### config.mk
export PLATFORM = sky130hd
export DESIGN_NAME = recv_controller
export DESIGN_NICKNAME = d
export VERILOG_FILES = /design/src/rtl/recv_controller.sv
export SDC_FILE = /design/constraint.sdc
export NUM_CORES = 1
export LEC_CHECK = 0
export CAP_MARGIN = 20
export CELL_PAD_IN_SITES_DETAIL_PLACEMENT = 1
export CELL_PAD_IN_SITES_GLOBAL_PLACEMENT = 1
export CORE_AREA = 8 8 90 92
export CTS_BUF_LIST = sky130_fd_sc_hd__clkbuf_8
export DETAILED_ROUTE_END_ITERATION = 12
export DIE_AREA = 0 0 98 100
export HOLD_SLACK_MARGIN = 0.15
export PLACE_DENSITY = 0.78
export SLEW_MARGIN = 30
export SYNTH_ARGS = -nofsm -noshare
export SYNTH_HDL_FRONTEND = slang
export SYNTH_SLANG_ARGS = --single-unit
### constraint.sdc
create_clock -name clk -period 2.2 [get_ports clk]
set_clock_uncertainty 0.05 [all_clocks]
set_input_delay 0.22 -clock clk [delete_from_list [all_inputs] [get_ports clk]]
set_output_delay 0.22 -clock clk [all_outputs]
set_load 0.02 [all_outputs]
### src/rtl/recv_controller.sv
// recv_controller: serial byte receiver.
// Brings a slow source-clocked serial link (clock, data, byte-start marker)
// into the clk domain, frames bytes with a HUNT/RECV state machine and
// queues them in a small FIFO for a valid/ready consumer. Framing errors
// and FIFO overflow are reported as sticky flags; byteCnt counts every
// byte accepted into the FIFO.
module recv_controller #(
  parameter int FIFO_LOG  = 2,
  parameter int CNT_WIDTH = 16
) (
  input  logic                 clk,
  input  logic                 n_reset,
  input  logic                 dataClkIn,
  input  logic                 dataIn,
  input  logic                 syncIn,
  output logic [7:0]           rx_byte,
  output logic                 rx_valid,
  input  logic                 rx_ready,
  input  logic                 clrErr,
  output logic                 frameErr,
  output logic                 overflow,
  output logic                 locked,
  output logic [CNT_WIDTH-1:0] byteCnt
);

  localparam int DEPTH = 1 << FIFO_LOG;

  typedef enum logic {HUNT, RECV} state_t;

  // Synchronizer bit order: {link clock, data, sync}
  logic [2:0] meta_q;
  logic [2:0] sync_q;
  logic       link_clk_prev;
  logic       link_edge;
  logic       link_data;
  logic       link_sync;

  state_t     state;
  logic [2:0] bit_cnt;
  logic [6:0] shift;

  logic       wr_en;
  logic       frame_err_set;
  logic [7:0] wr_data;

  logic [7:0]        mem [DEPTH];
  logic [FIFO_LOG:0] wr_ptr;
  logic [FIFO_LOG:0] rd_ptr;
  logic              fifo_full;
  logic              rd_fire;
  logic              wr_fire;

  // Identical two-flop synchronizers keep clock, data and sync aligned,
  // plus one more stage on the clock to find its rising edge.
  // NOTE: every clocked block uses non-blocking (<=) assignments so all
  // flops sample their inputs from the same pre-edge values.
  always_ff @(posedge clk or negedge n_reset) begin
    if (!n_reset) begin
      meta_q        <= '0;
      sync_q        <= '0;
      link_clk_prev <= 1'b0;
    end else begin
      meta_q        <= {dataClkIn, dataIn, syncIn};
      sync_q        <= meta_q;
      link_clk_prev <= sync_q[2];
    end
  end

  assign link_edge = sync_q[2] & ~link_clk_prev;
  assign link_data = sync_q[1];
  assign link_sync = sync_q[0];

  // Decode the framing events produced by a link edge while locked.
  // NOTE: every output gets a default first so no latch is inferred.
  always_comb begin
    wr_en         = 1'b0;
    frame_err_set = 1'b0;
    wr_data       = {shift, link_data};
    if (link_edge && state == RECV) begin
      if (link_sync) begin
        frame_err_set = (bit_cnt != 3'd0);
      end else if (bit_cnt == 3'd0) begin
        frame_err_set = 1'b1;
      end else if (bit_cnt == 3'd7) begin
        wr_en = 1'b1;
      end
    end
  end

  // Framing FSM: hunt for a sync bit, then assemble bytes MSB first.
  always_ff @(posedge clk or negedge n_reset) begin
    if (!n_reset) begin
      state   <= HUNT;
      bit_cnt <= 3'd0;
      shift   <= '0;
      locked  <= 1'b0;
    end else if (link_edge) begin
      case (state)
        HUNT: begin
          if (link_sync) begin
            shift   <= {6'd0, link_data};
            bit_cnt <= 3'd1;
            state   <= RECV;
            locked  <= 1'b1;
          end
        end
        RECV: begin
          if (link_sync) begin
            // Start of a byte; an interrupted partial byte is simply dropped.
            shift   <= {6'd0, link_data};
            bit_cnt <= 3'd1;
          end else if (bit_cnt == 3'd0) begin
            state  <= HUNT;
            locked <= 1'b0;
          end else begin
            // bit_cnt wraps 7 -> 0 as the completed byte goes to the FIFO.
            shift   <= {shift[5:0], link_data};
            bit_cnt <= bit_cnt + 3'd1;
          end
        end
        default: begin
          state  <= HUNT;
          locked <= 1'b0;
        end
      endcase
    end
  end

  // FIFO bookkeeping: pointers carry one extra wrap bit to tell full from empty.
  assign rx_valid  = (wr_ptr != rd_ptr);
  assign fifo_full = (wr_ptr[FIFO_LOG] != rd_ptr[FIFO_LOG]) &&
                     (wr_ptr[FIFO_LOG-1:0] == rd_ptr[FIFO_LOG-1:0]);
  assign rd_fire   = rx_valid & rx_ready;
  assign wr_fire   = wr_en & (~fifo_full | rd_fire);
  assign rx_byte   = rx_valid ? mem[rd_ptr[FIFO_LOG-1:0]] : 8'h00;

  // FIFO storage.
  // NOTE: the array has no reset; empty-ness comes from the pointers and
  // rx_byte is masked while empty, so stale contents are never visible.
  always_ff @(posedge clk) begin
    if (wr_fire) begin
      mem[wr_ptr[FIFO_LOG-1:0]] <= wr_data;
    end
  end

  // Pointers, sticky flags and the accepted-byte counter.
  always_ff @(posedge clk or negedge n_reset) begin
    if (!n_reset) begin
      wr_ptr   <= '0;
      rd_ptr   <= '0;
      frameErr <= 1'b0;
      overflow <= 1'b0;
      byteCnt  <= '0;
    end else begin
      if (wr_fire) begin
        wr_ptr  <= wr_ptr + 1'b1;
        byteCnt <= byteCnt + 1'b1;
      end
      if (rd_fire) begin
        rd_ptr <= rd_ptr + 1'b1;
      end
      // A fresh error in the same cycle as clrErr keeps the flag set.
      frameErr <= frame_err_set | (frameErr & ~clrErr);
      overflow <= (wr_en & fifo_full & ~rd_fire) | (overflow & ~clrErr);
    end
  end

endmodule

Word level (Yosys, flattened, before mapping)
Memories as Yosys holds them, arrays and structs flattened. Cells that the tools add are included.

Register bits: 43. Latch bits: 0. RAM bits: 32. ROM bits: 0. Input port bits: 7. Output and inout bits: 28. Logic and storage cells: 72. Memories: 1.

Add/subtract/negate cells: 4. Multipliers: 0. Divide/modulo/power cells: 0. Order comparisons: 0. Equality and inequality tests: 8. Shift-type cells: 0. Multiplexer cells: 26. Bitwise operators: 15. Reduce and logical (&&, ||, !) cells: 6.

Memory list: mem (words 4, bits a word 8, rd ports 1, clocked after Yosys merged registers in 0, write ports 1, RTL line 46) `logic [7:0] mem [DEPTH];`.

Operator list (number): $mux W7 (3); $add A16 B1 Y16 const B (1); $mux W1 (15); $pmux W7 S2 (1); $add A3 B1 Y3 const B (3); $mux W3 (3); $mux W8 (1); $and A1 B1 Y1 (7); $pmux W3 S2 (1); $not A1 Y1 (5); $ne A2 B2 Y1 const B (2); $pmux W1 S2 (2); $reduce_and A4 Y1 (1); $eq A3 B3 Y1 const B (1); $logic_not A3 Y1 (1); $ne A3 B3 Y1 (1); $ne A3 B3 Y1 const B (1); $or A1 B1 Y1 (3); $reduce_and A3 Y1 (1); $reduce_bool A3 Y1 (1); $eq A2 B2 Y1 (1); $logic_and A1 B1 Y1 (2); $ne A2 B1 Y1 const B (1); $ne A1 B1 Y1 (1).

Depth between registers and ports, before layout
Depth after elaboration: 8. Depth in mapped cells: 7. Depth with buffers taken out: 7.

Worst setup path after synthesis
OpenSTA, ideal clock, no wires.

Path type: register to register. Start point: register rd_ptr[0]. End point: memory mem[3][0], enable pin. Library setup time: 374 ps. Arrival time: 1445 ps. Required time: 1776 ps. Path slack: 331 ps. Stages on the path, launching flop included: 6. Buffers on the path: 2. Clock period less this slack: 1869 ps. Cells stage by stage: dfrtp_1 buf_6 xnor2_1 and4b_1 buf_6 nor3b_2.

Longest elaborated chain between the ends: 7. Elaborated cells between the ends (all ways): 9. Classes of those cells: eq/ne (2); mux (2); bitwise (4); reduce/logical (1).

Ends and longest elaborated chain: from (decl) (RTL line 48) `logic [FIFO_LOG:0] rd_ptr;`; from (signal assigned) (RTL line 160) `rd_ptr <= rd_ptr + 1'b1;`; $eq A2 B2 Y1 (RTL line 132) `(wr_ptr[FIFO_LOG-1:0] == rd_ptr[FIFO_LOG-1:0]);`; $logic_and A1 B1 Y1 (RTL line 131) `assign fifo_full = (wr_ptr[FIFO_LOG] != rd_ptr[FIFO_LOG]) &&`; $not A1 Y1 (RTL line 134) `assign wr_fire = wr_en & (~fifo_full | rd_fire);`; $or A1 B1 Y1 (*) (RTL line 134); $and A1 B1 Y1 (*) (RTL line 134); $mux W1 (*) (RTL line 141) `if (wr_fire) begin`; $mux W1 (implied by the code) (*) (RTL line 142) `mem[wr_ptr[FIFO_LOG-1:0]] <= wr_data;`; to (decl) (RTL line 46).

Mark *: on every way between the ends. The rest lies on a longest branch, timed or not.

Worst setup path after layout
Start point: register rd_ptr[0]. End point: output rx_byte[1].

Longest elaborated chain between the ends: 2. Elaborated cells between the ends (all ways): 3. Classes of those cells: eq/ne (1); mux (1); memory (1).

Ends and longest elaborated chain: $mem_v2 Z4 W8 or $ne A3 B3 Y1 (tied branches); $mux W8 (*) (RTL line 135) `assign rx_byte = rx_valid ? mem[rd_ptr[FIFO_LOG-1:0]] : 8'h00;`; to (decl) (RTL line 16) `output logic [7:0] rx_byte,`.

Marks and branches as above.

==> impl_metrics.py <==
metrics = {
    "run_status": {
        "outcome": "finished, final reports clean",
    },
    "critical_path": {
        "crit_required_ns": 1.93,
        "critPathLaunchType": "register",
        "endpoint_kind": "primary output",
        "critPathKind": "register to primary output",
        "critPathArrivalTime_ns": 1.87,
        "crit_slowest_cell": "mux4_1",
        "crit_chain": "buf_12 -> mux4_1 -> and2_1 -> clkdlybuf4s15_2",
        "crit_path_max_incr_delay_ns": 0.57,
        "crit_fanout": 10,
    },
    "power": {
        "netSwitchingFraction_pct": 31.6,
        "irDropWorstVdd_mv": 0.478,
        "p_int_mw": 2.78,
        "p_per_area_nw_per_um2": 1020,
        "clockPowerShare_pct": 26.7,
        "leakage_nw": 1.62,
        "power_switching_mw": 1.29,
        "power_frac_seq_pct": 42.7,
        "comb_power_share_pct": 30.6,
        "power_mw": 4.07,
    },
    "timing": {
        "max_slew.worst_pin.slew_ns": 0.588,
        "max_freq_mhz": 468,
        "fin_crit_ns": 2.14,
        "post-route-period-util_pct": 97.1,
        "finalSetupViolations": 0,
        "hold_viol": 0,
        "rsz0062_at_grt": "false",
        "slew_violations": 0,
        "tns_ns": 0,
        "slew_headroom_pct": 60.6,
    },
    "synth": {
        "synth_edf_count": 32,
        "yosysTopAreaCellShare_pct": 33.5,
        "ys_types": 39,
        "syn_nets": 221,
        "ys_seq_area_share_pct": 63.5,
        "yosysWarnings": 0,
        "synth_area_um2": 3210,
        "yosysTopAreaCell": "dfrtp_1",
        "ys_ff_latch": 75,
        "ys.flop_type": "dfrtp_1",
        "async_reset_ff_share_pct": 57.3,
        "yosys-top-cells-count": "dfrtp_1 (43), edfxtp_1 (32), xor2_1 (15)",
        "syn_inst": 204,
        "netlist_top_cells_area": "dfrtp_1 (34%), edfxtp_1 (30%), mux4_1 (6.5%)",
        "syn_area_per_cell_um2": 15.7,
        "yosysMostFrequentCell": "dfrtp_1",
    },
    "drt": {
        "drt_drc_violations_left": 0,
        "wl_um": 6130,
        "firstDrtPassIters": 4,
        "drtIter0Drc": 60,
        "routed_via_density": 5.31,
        "num_vias": 1844,
        "wire_per_inst_um": 17.7,
        "detail-route-antenna-nets": 0,
    },
    "grt": {
        "antenna_found_initial": 0,
        "grt_use_total_pct": 13.8,
        "grt_max_degree": 44,
        "grt_pass1_vias": 2058,
        "gr-total-overflow": 0,
        "grt_pass1_wl_um": 10400,
    },
    "die": {
        "die_y_um": 100,
        "fp.dieW_um": 98,
        "die-area_um2": 9800,
        "start_util_pct": 48.3,
        "rows": 30,
        "core_area_um2": 6640,
        "ioPinCount": 35,
    },
    "clocking": {
        "clock-sinks": 75,
        "cts.reportedPaths.clkPinSlew_ns": 0.08,
        "htreeDepth": 3,
        "cts_max_path_buffers": 2,
        "root_buffer": "clkbuf_8",
        "cts_tree": "done",
        "clk_latency_ns": 0.35,
        "cts_buffers": 9,
    },
    "place": {
        "dp.cells": 322,
        "globalplace.congestion": 0.714,
        "portBuffers": 34,
        "hpwl_um": 4330,
    },
    "worst_hold_path": {
        "hold_path_class": "input port to register",
    },
    "layout": {
        "nFillCells": 655,
        "utilization_pct": 59.9,
        "syn2layout_area_growth_pct": 24.0,
        "drive_gt1_share_pct": 21.0,
        "nets": 279,
        "antenna_cells": 0,
        "final_cells": 347,
    },
    "run": {
        "maxCapViolCount": 0,
    },
}
path summary, 6_finish.rpt:
check / cells past startpoint / slack, ns / endpoint / from
setup / recovery: 4 / 0.06 / rx_byte[1] / rd_ptr[0]
hold / removal: 1 / 0.25 / meta_q[0] / syncIn
setup reg to reg: 6 / 0.21 / mem[1][3] / bit_cnt[1]
hold reg to reg: 0 / 0.30 / sync_q[0] / meta_q[0]
max in group asynchronous: 3 / 1.57 / shift[2] / n_reset
min in group asynchronous: 3 / 0.33 / byteCnt[7] / n_reset
final cells by class:
class | instances | area (µm²) | share of cell area (%)
multi-input combinational | 114 | 1100 | 27.6
clock inverter | 7 | 83.8 | 2.11
clock buffer | 9 | 124 | 3.11
timing repair buffer | 52 | 500 | 12.6
tap | 80 | 100 | 2.51
sequential | 75 | 2040 | 51.2
inverter | 10 | 37.5 | 0.943
registers in the layout (all words and copies together), names as in the netlist:
register / flops
wr_ptr: 3
meta_q: 3
link_clk_prev: 1
rd_ptr: 3
sync_q: 3
byteCnt: 16
locked: 1
bit_cnt: 3
state: 1
shift: 7
mem: 32
overflow: 1
frameErr: 1
worst max-delay path, delay by kind of cell (launching register included):
| kind | cells | cell delay [ns] |
|---|---|---|
| DFF | 1 | 0.38 |
| and+or+nand+nor | 1 | 0.17 |
| muxes | 1 | 0.57 |
| buffers and inverters | 2 | 0.39 |
placed cells by master, fill, tap and decap left out, types with 2 or more instances in the layout:
master           count
nor3b_1              2
and2_1              13
inv_6                2
xnor2_1              6
inv_1               10
nand2_1              8
nor4_1               3
ha_1                10
and4b_1              2
clkinv_4             2
dfrtp_1             43
nand3_1              3
nor3_1               3
xor2_1              15
edfxtp_1            32
nor4_4               2
buf_4               12
o21ai_0              3
mux4_1               8
and4_1               2
clkbuf_8             9
mux2_2               4
and3_1               2
a22o_1               8
nand4_1              2
buf_12               5
nor4b_2              2
a21oi_1              2
clkbuf_2             7
clkdlybuf4s50_1     24
kinds of logic after synthesis:
kind of cell	share of synthesized area (%)
flops	63.5
buf+inv	2.57
simple gates	12.0
fa+ha+maj	3.90
compound gates	3.74
xor+xnor	6.00
mux	8.26
what timing repair did:
| item | CTS | global route |
|---|---|---|
| buffers inserted | 2 | 6 |
| resized for setup | 16 | 10 |
| gates cloned | 0 | 0 |
| hold buffers | 1 | 0 |
| setup endpoints to repair | 9 | 8 |
| pin swaps | 1 | 0 |
| hold endpoints to repair | 43 | 0 |
power by group through the flow:
stage / clock network (mW) / registers [mW] / logic (mW)
after floorplan: 0 / 1.75 / 0.764
after global placement: 0 / 1.76 / 1.19
after detailed placement: 0 / 1.77 / 1.24
after CTS: 1.12 / 1.74 / 1.21
after global routing: 1.17 / 1.76 / 1.35
final: 1.09 / 1.74 / 1.24
layer usage:
layer | vias to the layer above | track usage (%) | wire length [µm]
met3 | 9 | 4.36 | 258
met2 | 31 | 22.9 | 3030
met1 | 930 | 15.6 | 2720
met4 | 0 | 7.19 | 121
li1 | 874 | - | -
met5 | - | 0 | 0
through the flow:
stage	worst slack [ns]	instance area, µm²	hold slack [ns]
6_report	0.0640	3980	0.247
3_5_place_dp	0.0623	3730	0.176
4_1_cts	0.00302	3960	0.234
3_3_place_gp	0.157	3730	0.164
5_1_grt	0.0128	3980	0.230
2_1_floorplan	0.331	3210	-0.126
Note: power is estimated with default switching activity, not from simulation.
